### src/rtl/adder_result_disp.sv
// Captures the 5-bit adder result on a debounced key press (or continuously in live mode)
// and shows it in decimal on a two-digit multiplexed active-low 7-segment display.
module adder_result_disp #(
  parameter int unsigned SCAN_DIV = 50000,
  parameter int unsigned DB_CNT   = 1000000
) (
  input  logic       clk,
  input  logic       rst_n,
  input  logic [3:0] Si,
  input  logic       Co,
  input  logic       key_n,
  input  logic       live,
  output logic [4:0] result,
  output logic       valid,
  output logic [6:0] seg,
  output logic [1:0] an
);

  localparam int unsigned DB_W   = (DB_CNT > 2) ? $clog2(DB_CNT) : 1;
  localparam int unsigned SCAN_W = (SCAN_DIV > 2) ? $clog2(SCAN_DIV) : 1;
  localparam logic [DB_W-1:0]   DB_LAST   = DB_W'(DB_CNT - 1);
  localparam logic [SCAN_W-1:0] SCAN_LAST = SCAN_W'(SCAN_DIV - 1);

  logic              sync1;
  logic              sync2;
  logic              stable;
  logic [DB_W-1:0]   db_cnt;
  logic              capture_c;
  logic [SCAN_W-1:0] scan_cnt;
  logic              sel;
  logic [1:0]        tens_c;
  logic [3:0]        units_c;
  logic [6:0]        seg_next;
  logic [1:0]        an_next;

  function automatic logic [6:0] seg_code(input logic [3:0] digit);
    logic [6:0] code;
    case (digit)
      4'd0:    code = 7'h40;
      4'd1:    code = 7'h79;
      4'd2:    code = 7'h24;
      4'd3:    code = 7'h30;
      4'd4:    code = 7'h19;
      4'd5:    code = 7'h12;
      4'd6:    code = 7'h02;
      4'd7:    code = 7'h78;
      4'd8:    code = 7'h00;
      4'd9:    code = 7'h10;
      default: code = 7'h7F;
    endcase
    return code;
  endfunction

  // Two-flop synchronizer for the asynchronous pushbutton
  always_ff @(posedge clk or negedge rst_n) begin
    if (!rst_n) begin
      sync1 <= 1'b1;
      sync2 <= 1'b1;
    end else begin
      sync1 <= key_n;
      sync2 <= sync1;
    end
  end

  // Press is accepted on the edge where a low level has persisted long enough
  assign capture_c = (sync2 != stable) && (db_cnt == DB_LAST) && !sync2;

  always_ff @(posedge clk or negedge rst_n) begin
    if (!rst_n) begin
      stable <= 1'b1;
      db_cnt <= '0;
    end else if (sync2 == stable) begin
      db_cnt <= '0;
    end else if (db_cnt == DB_LAST) begin
      stable <= sync2;
      db_cnt <= '0;
    end else begin
      db_cnt <= db_cnt + DB_W'(1);
    end
  end

  always_ff @(posedge clk or negedge rst_n) begin
    if (!rst_n) begin
      result <= '0;
      valid  <= 1'b0;
    end else begin
      valid <= capture_c;
      if (capture_c || live) begin
        result <= {Co, Si};
      end
    end
  end

  // Digit scan: each digit stays lit for SCAN_DIV cycles
  always_ff @(posedge clk or negedge rst_n) begin
    if (!rst_n) begin
      scan_cnt <= '0;
      sel      <= 1'b0;
    end else if (scan_cnt == SCAN_LAST) begin
      scan_cnt <= '0;
      sel      <= ~sel;
    end else begin
      scan_cnt <= scan_cnt + SCAN_W'(1);
    end
  end

  // Binary to two decimal digits; result never exceeds 31
  always_comb begin
    tens_c  = 2'd0;
    units_c = 4'(result);
    if (result >= 5'd30) begin
      tens_c  = 2'd3;
      units_c = 4'(result - 5'd30);
    end else if (result >= 5'd20) begin
      tens_c  = 2'd2;
      units_c = 4'(result - 5'd20);
    end else if (result >= 5'd10) begin
      tens_c  = 2'd1;
      units_c = 4'(result - 5'd10);
    end
  end

  // Tens digit is blanked when it would be a leading zero
  always_comb begin
    an_next  = 2'b11;
    seg_next = 7'h7F;
    if (!sel) begin
      an_next  = 2'b10;
      seg_next = seg_code(units_c);
    end else if (tens_c != 2'd0) begin
      an_next  = 2'b01;
      seg_next = seg_code({2'b00, tens_c});
    end
  end

  always_ff @(posedge clk or negedge rst_n) begin
    if (!rst_n) begin
      seg <= 7'h7F;
      an  <= 2'b11;
    end else begin
      seg <= seg_next;
      an  <= an_next;
    end
  end

endmodule

### config.mk
export PLATFORM = sky130hd
export DESIGN_NAME = adder_result_disp
export DESIGN_NICKNAME = d
export VERILOG_FILES = /design/src/rtl/adder_result_disp.sv
export SDC_FILE = /design/constraint.sdc
export NUM_CORES = 1
export LEC_CHECK = 0
export ABC_CLOCK_PERIOD_IN_PS = 2300
export CORE_MARGIN = 2
export CORE_UTILIZATION = 54
export CTS_BUF_LIST = sky130_fd_sc_hd__clkbuf_4 sky130_fd_sc_hd__clkbuf_8
export DETAILED_ROUTE_END_ITERATION = 10
export HOLD_SLACK_MARGIN = 0.12
export PLACE_DENSITY = 0.78
export SYNTH_ARGS = -nofsm -noshare
export SYNTH_HDL_FRONTEND = slang
export SYNTH_SLANG_ARGS = --single-unit
### constraint.sdc
create_clock -name clk -period 2.3 [get_ports clk]
set_clock_uncertainty 0.15 [all_clocks]
set_input_delay 0.23 -clock clk [delete_from_list [all_inputs] [get_ports clk]]
set_output_delay 0.23 -clock clk [all_outputs]
set_load 0.01 [all_outputs]
==> run metrics <==
P_leak approximately 1.5 nW; FP Rows 25; Max clock buf depth 2; routability cong. slightly above 0.8; endpoints failing hold 0; Routed Antenna Nets 0; failing checks setup timing; fill count ~370; Buf/Inv on CP 1; sequential area share after synthesis roughly half; Max FO, Critical Path 5; Multi-input gate area approximately 1400 µm²; Hold Path Depth 1; CTS buffer count 5; Root Driver clkbuf_8; Die Y-Extent 75.32 µm; most numerous cell in the Yosys netlist dfrtp_1; Distinct cells, synth 45; Mapped Cells approximately 270; GRT overflow 0; RSZ-0062 raised after global routing yes; via count approximately 2.1k; Critical R2R Capture seg[0]; antenna violations before repair 0; residual DRC count 0; Final TNS setup -337.2 ps; Async S/R FF share, synth 100.0%; DP HPWL ~3700 µm; First-pass DRT Iterations 4; Die X-Extent ~75 µm; CP max stage cell or4b_4; final setup margin -82.95 ps; fmax 419.6 MHz; Critical Path Max Stage Delay between 500 and 600 ps; routed wire length per instance between 10 and 15 µm; Slew Viols, Final 0; Seq cells post-synth 55; Nets around 340; core region area roughly 4800 µm²; outcome complete, but fails checks; Worst Path Arrival between 2000 and 2500 ps; CTS sink count 55; Clock transition at path regs 90 ps; hold_sp key_n; yosys warns 0; maximum vdd drop 0.0003652 V; hold endpoint sync1; # diodes 0; Area contributors post-synth dfrtp_1 39%, dfstp_2 11%, xor2_1 5.7%; delay-heaviest family, CP simple AND/OR/NAND/NOR gates; Seq. cell area around 1400 µm²; Syn Area/Cell 10.21 µm²; reg2reg start result[1]; DRT iter0 DRCs around 120; pwr dens roughly 650 nW/µm²; global-route wire length before repair slightly above 9000 µm; Post-Place Cell Area ~3200 µm²; Worst Reg2Reg Path Length in Cells 8; GR Util All Layers about a fifth; CTS tree done; Synth area leader dfrtp_1; Final Cycle Share 103.6%; syn nets ~290; worst hold path class in -> reg; area delta synth->final 24.69%; Startpoint Class flip-flop; vias per std cell ~5.4; most frequent cells after synthesis 43 x dfrtp_1, 40 x nor2_1, 18 x xor2_1, 17 x nand3_1, 16 x xnor2_1; Post-Route WL about 5200 µm; Die ar. 5672 µm²; Synth top area share between 30% and 40%; cell area after synthesis 2746 µm²; number of global-route vias before repair 2083; Required @ worst endpoint 2360 ps; H-tree depth reported by CTS 2; Setup crit end kind flip-flop; count of buffers from port buffering 23; EDFF count, synth 0; CP cell instances inv_2 > ha_2 > and2b_4 > o31a_1 > or4b_4 > and2_4 > nor2_1 > a221oi_1; I/O pin cnt 24; max-cap violation count 0; Top FF cell, synth dfrtp_1; FF-to-FF setup slack -80 ps; largest net degree at the start of global routing 29; share of layout cells above drive strength 1 a little under a quarter; fin area between 3000 and 4000 µm²; initial core utilization between 50% and 60%; measured slew at the worst slew-check pin 601.6 ps; min Tclk post-route ~2400 ps; final setup violating endpoints 7; Worst-Skew Late Latency roughly 300 ps; Crit Path Class reg -> reg; Crit path depth 8; Slew headroom about three fifths
metal layers:
| layer | share of wire (%) | GRT usage [%] | up-vias |
|---|---|---|---|
| li1 | - | - | 1025 |
| met1 | 48 | 28.37 | 1012 |
| met2 | 48 | 34.30 | 40 |
| met3 | 3.4 | 4.233 | 4 |
| met4 | 0.92 | 6.628 | 0 |
| met5 | 0 | 0 | - |
placed cells by master (no fill, tap or decap), types with 2 or more instances in the layout:
| cell type | instances |
|---|---|
| or3_1 | 2 |
| or2_2 | 2 |
| nor3_1 | 3 |
| o21ai_0 | 3 |
| inv_1 | 9 |
| nor4_1 | 5 |
| ha_1 | 6 |
| clkdlybuf4s50_1 | 22 |
| o31a_1 | 3 |
| xnor2_1 | 15 |
| a31oi_1 | 2 |
| dfrtp_1 | 41 |
| buf_4 | 24 |
| xor2_1 | 18 |
| and3_1 | 10 |
| nand4_1 | 5 |
| nand2_1 | 12 |
| mux2i_1 | 2 |
| clkbuf_8 | 5 |
| a21oi_1 | 7 |
| a21oi_2 | 2 |
| a21o_1 | 2 |
| ha_4 | 2 |
| inv_2 | 3 |
| nor2_1 | 40 |
| nand3_1 | 17 |
| dfstp_2 | 12 |
| mux2_2 | 6 |
| dfrtp_2 | 2 |
| clkinv_4 | 2 |
| nor2b_1 | 3 |
| and2_1 | 2 |
final cells by class:
class	instances	area share (%)
Clock inverter	3	0.7307
Multi-Input combinational cell	196	40.67
Inverter	12	1.315
Timing Repair Buffer	48	12.13
Clock buffer	5	2.010
Tap cell	67	2.448
Sequential cell	55	40.70
through the flow:
step                hold WS, ps  worst slack (ps)  utilization (%)  cells  power [mW]
floorplan                -215.6            -108.8                -    269       1.401
global placement          115.4            -7.863            67.09    375       1.650
detailed placement        117.1            -47.08            67.09    375       1.656
CTS                       182.1            -53.96            69.77    386       2.215
global route              195.9            -149.8            71.09    386       2.358
finish                    196.6            -82.95            71.09    386       2.237
registers in the layout (all words and copies together) (netlist names):
register  cells
an            2
db_cnt       20
result        5
scan_cnt     16
seg           7
sel           1
stable        1
sync1         1
sync2         1
valid         1
where the power goes:
| group | switching [mW] | internal [mW] |
|---|---|---|
| clock network | 0.311 | 0.218 |
| logic | 0.283 | 0.323 |
| registers | 0.0322 | 1.07 |
| total | 0.627 | 1.61 |
worst max path at each step:
stage	slack [ps]	end	from
after floorplan	-110	seg[5]	result[1]
after global placement	-8	seg[6]	result[1]
after detailed placement	-50	seg[3]	result[2]
after CTS	-50	seg[6]	result[2]
after global routing	-150	seg[4]	result[1]
final	-80	seg[0]	result[1]
what timing repair did:
action,CTS,global route
hold endpoints to repair,15,0
hold buffers,1,0
pin swaps,2,3
setup buffers,2,0
resized for setup,2,12
setup endpoints to repair,7,10
logic make-up after synthesis:
family	after synthesis	synth area share, %
compound gates	32	7.608
xor+xnor	34	10.84
fa+ha+maj	9	4.100
buf+inv	18	2.505
flops	55	50.66
mux	8	3.189
simple gates	113	21.09
(Power assumes the default switching activity.)
